`src/rtl/cpu_core_param.sv`:
```
// Parametrised multi-cycle CPU core: FETCH/DECODE/EXECUTE over an external
// synchronous-read instruction memory, NREG x DATA_W register file, Z/C flags.
module cpu_core_param #(
    parameter int DATA_W  = 4,
    parameter int NREG    = 4,
    parameter int ADDR_W  = 4,
    localparam int RS_W    = $clog2(NREG),
    localparam int INSTR_W = 4 + 2*RS_W + DATA_W
) (
    input  logic               clk,
    input  logic               rst,
    input  logic               run,
    output logic [ADDR_W-1:0]  instr_addr,
    input  logic [INSTR_W-1:0] instr_data,
    output logic [DATA_W-1:0]  out_data,
    output logic               out_valid,
    output logic               halted,
    output logic               flag_z,
    output logic               flag_c,
    output logic [1:0]         state,
    input  logic [RS_W-1:0]    dbg_sel,
    output logic [DATA_W-1:0]  dbg_data
);

    // run is a level qualifier sampled only in FETCH; out_valid is a one-cycle
    // strobe with no back-pressure, issued the cycle after an OUT executes.
    typedef enum logic [1:0] {
        S_FETCH   = 2'd0,
        S_DECODE  = 2'd1,
        S_EXECUTE = 2'd2,
        S_HALTED  = 2'd3
    } state_t;

    state_t              st, st_nx;
    logic [INSTR_W-1:0]  ir;
    logic [DATA_W-1:0]   regs [NREG];
    logic [ADDR_W-1:0]   pc;
    logic                z_q, c_q;
    logic [DATA_W-1:0]   out_q;
    logic                ov_q;

    logic [3:0]          op;
    logic [RS_W-1:0]     rd, rs;
    logic [DATA_W-1:0]   imm, a, b, res;
    logic [DATA_W:0]     sum;
    logic [ADDR_W-1:0]   tgt, pc_nx;
    logic                wr, c_nx, do_out;

    assign op   = ir[INSTR_W-1 -: 4];
    assign rd   = ir[INSTR_W-5 -: RS_W];
    assign rs   = ir[DATA_W+RS_W-1 -: RS_W];
    assign imm  = ir[DATA_W-1:0];
    assign a    = regs[rd];
    assign b    = regs[rs];
    assign sum  = {1'b0, a} + {1'b0, b};
    assign tgt  = ADDR_W'(imm);

    always_comb begin
        res    = '0;
        wr     = 1'b0;
        c_nx   = c_q;
        pc_nx  = pc + ADDR_W'(1);
        do_out = 1'b0;
        case (op)
            4'h1: begin res = imm;                  wr = 1'b1; end
            4'h2: begin res = b;                    wr = 1'b1; end
            4'h3: begin res = sum[DATA_W-1:0];      wr = 1'b1; c_nx = sum[DATA_W]; end
            4'h4: begin res = a - b;                wr = 1'b1; c_nx = (a < b); end
            4'h5: begin res = a & b;                wr = 1'b1; c_nx = 1'b0; end
            4'h6: begin res = a | b;                wr = 1'b1; c_nx = 1'b0; end
            4'h7: begin res = a ^ b;                wr = 1'b1; c_nx = 1'b0; end
            4'h8: begin res = ~b;                   wr = 1'b1; c_nx = 1'b0; end
            4'h9: begin res = {b[DATA_W-2:0], 1'b0}; wr = 1'b1; c_nx = b[DATA_W-1]; end
            4'hA: pc_nx = tgt;
            4'hB: if (z_q) pc_nx = tgt;
            4'hC: if (c_q) pc_nx = tgt;
            4'hD: do_out = 1'b1;
            4'hE: pc_nx = pc;
            default: ;
        endcase
    end

    always_comb begin
        st_nx = st;
        case (st)
            S_FETCH:   if (run) st_nx = S_DECODE;
            S_DECODE:  st_nx = S_EXECUTE;
            S_EXECUTE: st_nx = (op == 4'hE) ? S_HALTED : S_FETCH;
            S_HALTED:  st_nx = S_HALTED;
            default:   st_nx = S_FETCH;
        endcase
    end

    always_ff @(posedge clk) begin
        if (rst) begin
            st    <= S_FETCH;
            pc    <= '0;
            ir    <= '0;
            z_q   <= 1'b0;
            c_q   <= 1'b0;
            out_q <= '0;
            ov_q  <= 1'b0;
            for (int i = 0; i < NREG; i++) regs[i] <= '0;
        end else begin
            st   <= st_nx;
            ov_q <= 1'b0;
            if (st == S_DECODE) ir <= instr_data;
            // Operands were read combinationally above, so rd==rs sees the old value.
            if (st == S_EXECUTE) begin
                pc  <= pc_nx;
                c_q <= c_nx;
                if (wr) begin
                    regs[rd] <= res;
                    z_q      <= (res == '0);
                end
                if (do_out) begin
                    out_q <= b;
                    ov_q  <= 1'b1;
                end
            end
        end
    end

    assign instr_addr = pc;
    assign out_data   = out_q;
    assign out_valid  = ov_q;
    assign halted     = (st == S_HALTED);
    assign flag_z     = z_q;
    assign flag_c     = c_q;
    assign state      = st;
    assign dbg_data   = regs[dbg_sel];

endmodule

```
`config.mk`:
```
export PLATFORM = sky130hd
export DESIGN_NAME = cpu_core_param
export DESIGN_NICKNAME = d
export VERILOG_FILES = /design/src/rtl/cpu_core_param.sv
export SDC_FILE = /design/constraint.sdc
export NUM_CORES = 1
export LEC_CHECK = 0
export CAP_MARGIN = 20
export CORE_AREA = 2 2 81 83
export CTS_CLUSTER_SIZE = 10
export DETAILED_ROUTE_END_ITERATION = 8
export DIE_AREA = 0 0 83 85
export GPL_ROUTABILITY_DRIVEN = 0
export PLACE_DENSITY = 0.66
export SYNTH_ARGS = -nofsm -noshare
export SYNTH_HDL_FRONTEND = slang
export SYNTH_SLANG_ARGS = --single-unit
```
`constraint.sdc`:
```
create_clock -name clk -period 5.52 [get_ports clk]
set_clock_uncertainty 0.2 [all_clocks]
set_input_delay 0.552 -clock clk [delete_from_list [all_inputs] [get_ports clk]]
set_output_delay 0.552 -clock clk [all_outputs]
set_load 0.01 [all_outputs]
```
==> qor.csv <==
metric,value,unit
status,finished clean,
# IOs,35,
vias in the first global route,2080,
# diodes,0,
register area share after synthesis,0.3937,
Finished Cell Area,3193,um2
internal power,0.0005629,W
Final Util,0.5146,
clock-pin slew on the worst setup and hold paths,0.09,ns
Wirelength per Cell,16.52,um
Via Count,2193,
Peak VDD IR,0.1336,mV
total track usage,0.1833,
worst min path class,reg2reg,
worst path cell trace,mux4_2 > ha_1 > fa_1 > mux2_2 > o21ai_0 > a221oi_1 > o21a_1 > and3b_1 > a31o_1,
drt total wl,6.394,mm
initial antenna violation count,0,
CP peak stage delay,0.61,ns
power share of the clock group,0.323,
setup violators final,0,
Post-DRT Antenna Nets,0,
minimum clock period,3.263,ns
CTS tree,done,
vias per inst,5.667,
data arrival time of the worst path,3.26,ns
largest net degree at the start of global routing,31,
end of the critical path,flag_z$_SDFFE_PP0P_,
Setup CP Type,reg2reg,
global-route wire length before repair,10.29,mm
Pwr Density,242.0,nW/um2
total CTS buffers,5,
drt first pass iters,4,
"Hold-fix buffers, CTS",0,
root buffer cell,clkbuf_8,
DRC Markers,0,
num rows,29,
Area after DPL,3082,um2
# fillers,584,
"area leader, netlist",dfxtp_1,
combinational power share,0.190,
CP Depth,9,
Worst-Margin Slew,0.8106,ns
Crit-path slowest cell,mux4_2,
Post-Syn Area,2695,um2
Core Footprint,6205,um2
Post-DP HPWL,4.813,mm
GRT overflow,0,
syn_nets,313,
area added between synthesis and finish,18.48,%
Pins Over Slew Limit,0,
CTS Buffer Depth,2,
CTS sink count,45,
Max Fclk,306.5,MHz
depth of the CTS H-tree,2,
required time of the critical path,5.52,ns
# Max-Cap Violations,0,
top-area cell type share of the netlist area,0.2154,
critical path buffer and inverter count,0,
I/O Buffers,34,
Final Hold Fails,0,
area of the multi-input gates,1524,um2
Die Area,7055,um2
average instance area after synthesis,9.591,um2
R2R Setup Slk,2.26,ns
Hold Path Origin,ir[5]$_SDFFE_PP0P_,
setup repair after global routing missed its margin,no,
r2r worst-path depth,9,
crit share post-route,0.5911,
synth warn,0,
crit-path leading delay family,multiplexers,
Starting Density,0.4344,
area occupied by registers,1061,um2
synthesized instance count,281,
drt initial violations,191,
quantity of gates resized following cts,0,
Chip Height,85,um
sw frac,0.2717,
layout net count,341,
Yosys reg bits,45,
FF-to-FF End,flag_z$_SDFFE_PP0P_,
most area-consuming cells after synthesis,"dfxtp_1 22%, edfxtp_1 18%, mux4_2 10%, ha_1 6.0%, nand2_1 5.4%",
crit end category,flip-flop,
Die X,83,um
TNS Setup,0,ns
Leak,1.130,nW
Seq pwr share,0.487,
Synth cell types,48,
setup bufs post-CTS,0,
sw power,0.0002100,W
Slew HR,0.4555,
Startpoint Class,flip-flop,
layout cells sized above 1,0.08710,
clk_lat worst skew,0.30,ns
CP max FO,6,
## cells in the final DEF (no fill, tap or decap), types with 3 or more instances in the layout
| cell type | count |
|---|---|
| nor2_1 | 37 |
| o21ai_0 | 9 |
| clkbuf_8 | 5 |
| nor3_1 | 5 |
| nor2b_1 | 3 |
| nand2_1 | 39 |
| xnor2_1 | 3 |
| ha_1 | 13 |
| o21a_1 | 3 |
| or3_1 | 3 |
| inv_1 | 12 |
| nand3_1 | 3 |
| clkdlybuf4s50_1 | 34 |
| dfxtp_1 | 29 |
| a21o_1 | 3 |
| mux4_2 | 12 |
| mux2_2 | 3 |
| edfxtp_1 | 16 |
| and3_1 | 4 |
| a21oi_1 | 19 |
| mux2i_1 | 9 |
| a22oi_1 | 3 |
| nand2b_1 | 7 |
## metrics by stage
| step | std cells | hold slack [ns] | power [W] | setup WS, ns |
|---|---|---|---|---|
| floorplan | 281 | 0.2359 | 0.0004791 | 2.492 |
| global placement | 379 | 0.2460 | 0.0005271 | 2.347 |
| detailed placement | 379 | 0.2588 | 0.0005295 | 2.274 |
| CTS | 387 | 0.2705 | 0.0007766 | 2.257 |
| global route | 387 | 0.3040 | 0.0008094 | 2.148 |
| finish | 387 | 0.2664 | 0.0007729 | 2.257 |
## metal layers
metal / vias up / track usage / share of wire
met2: 87 / 0.2911 / 0.46
met5: - / 0 / 0
met4: 0 / 0.07004 / 0.022
met3: 14 / 0.03405 / 0.065
li1: 1061 / - / -
met1: 1031 / 0.2509 / 0.45
## worst min-delay path, cell delays in order (launching register included)
cell and delay [ns]:
dfxtp_1 0.30, nand2_1 0.04, a21oi_1 0.07
## state kept, by name (all words and copies together), names as in the netlist, named ones only
signal / cells
regs: 16
instr_addr: 4
state: 2
out_valid: 1
ir: 12
flag_c: 1
flag_z: 1
out_data: 4
## layout make-up
type | instances | area share
clock inverter | 2 | 0.01215
tap | 77 | 0.03017
inverter | 14 | 0.01646
multi-input combinational | 208 | 0.4773
clock buffer | 6 | 0.02273
timing repair buffer | 35 | 0.1089
sequential | 45 | 0.3323
## synth_stat cells (all sizes together)
master and count:
a31o 1, fa 2, a21oi 19, mux2i 9
and2 1, nand2b 7, a31oi 1, or4 1
and3 4, nor2b 3, nor4 1, buf 5
o211ai 2, nor3 5, nand2 39, o311a 1
ha 13, o32ai 1, a22oi 3, xnor2 3
and3b 2, or2 1, a311oi 2, a32oi 2
clkbuf 9, mux2 3, a21o 3, a211o 1
o21ai 9, xor2 1, nand4 1, a221oi 3
o311ai 1, nand3b 1, edfxtp 16, or3b 1
inv 14, or3 3, o21bai 2, nand3 3
mux4 13, dfxtp 29, nor2 37, o21a 3
## power by group through the flow
stage / clock network, W / registers (W) / logic, W
3_3_place_gp: 0 / 0.000383 / 0.000144
6_report: 0.000250 / 0.000377 / 0.000147
2_1_floorplan: 0 / 0.000373 / 0.000106
4_1_cts: 0.000254 / 0.000376 / 0.000147
3_5_place_dp: 0 / 0.000384 / 0.000146
5_1_grt: 0.000268 / 0.000379 / 0.000162
## cell families (layout without fill, tap and decap cells)
logic type,count (synthesis),in the layout,share of synthesized area
AOI/OAI and AO/OA,54,54,0.1365
DFF,45,45,0.3937
xor gates and xnor gates,4,4,0.01300
and+or+nand+nor,110,110,0.1848
adders and majority gates,15,15,0.07521
buffers and inverters,28,57,0.04085
muxes,25,25,0.1560
## worst min-delay path by stage
stage | endpoint | slack, ns | cells after the start
after floorplan | flip-flop | 0.24 | 2
after global placement | flip-flop | 0.25 | 2
after detailed placement | ir[5]$_SDFFE_PP0P_ | 0.26 | 2
after CTS | flip-flop | 0.27 | 2
after global routing | flip-flop | 0.30 | 2
final | flip-flop | 0.27 | 2
No activity file was read; power rests on OpenSTA's default activity.
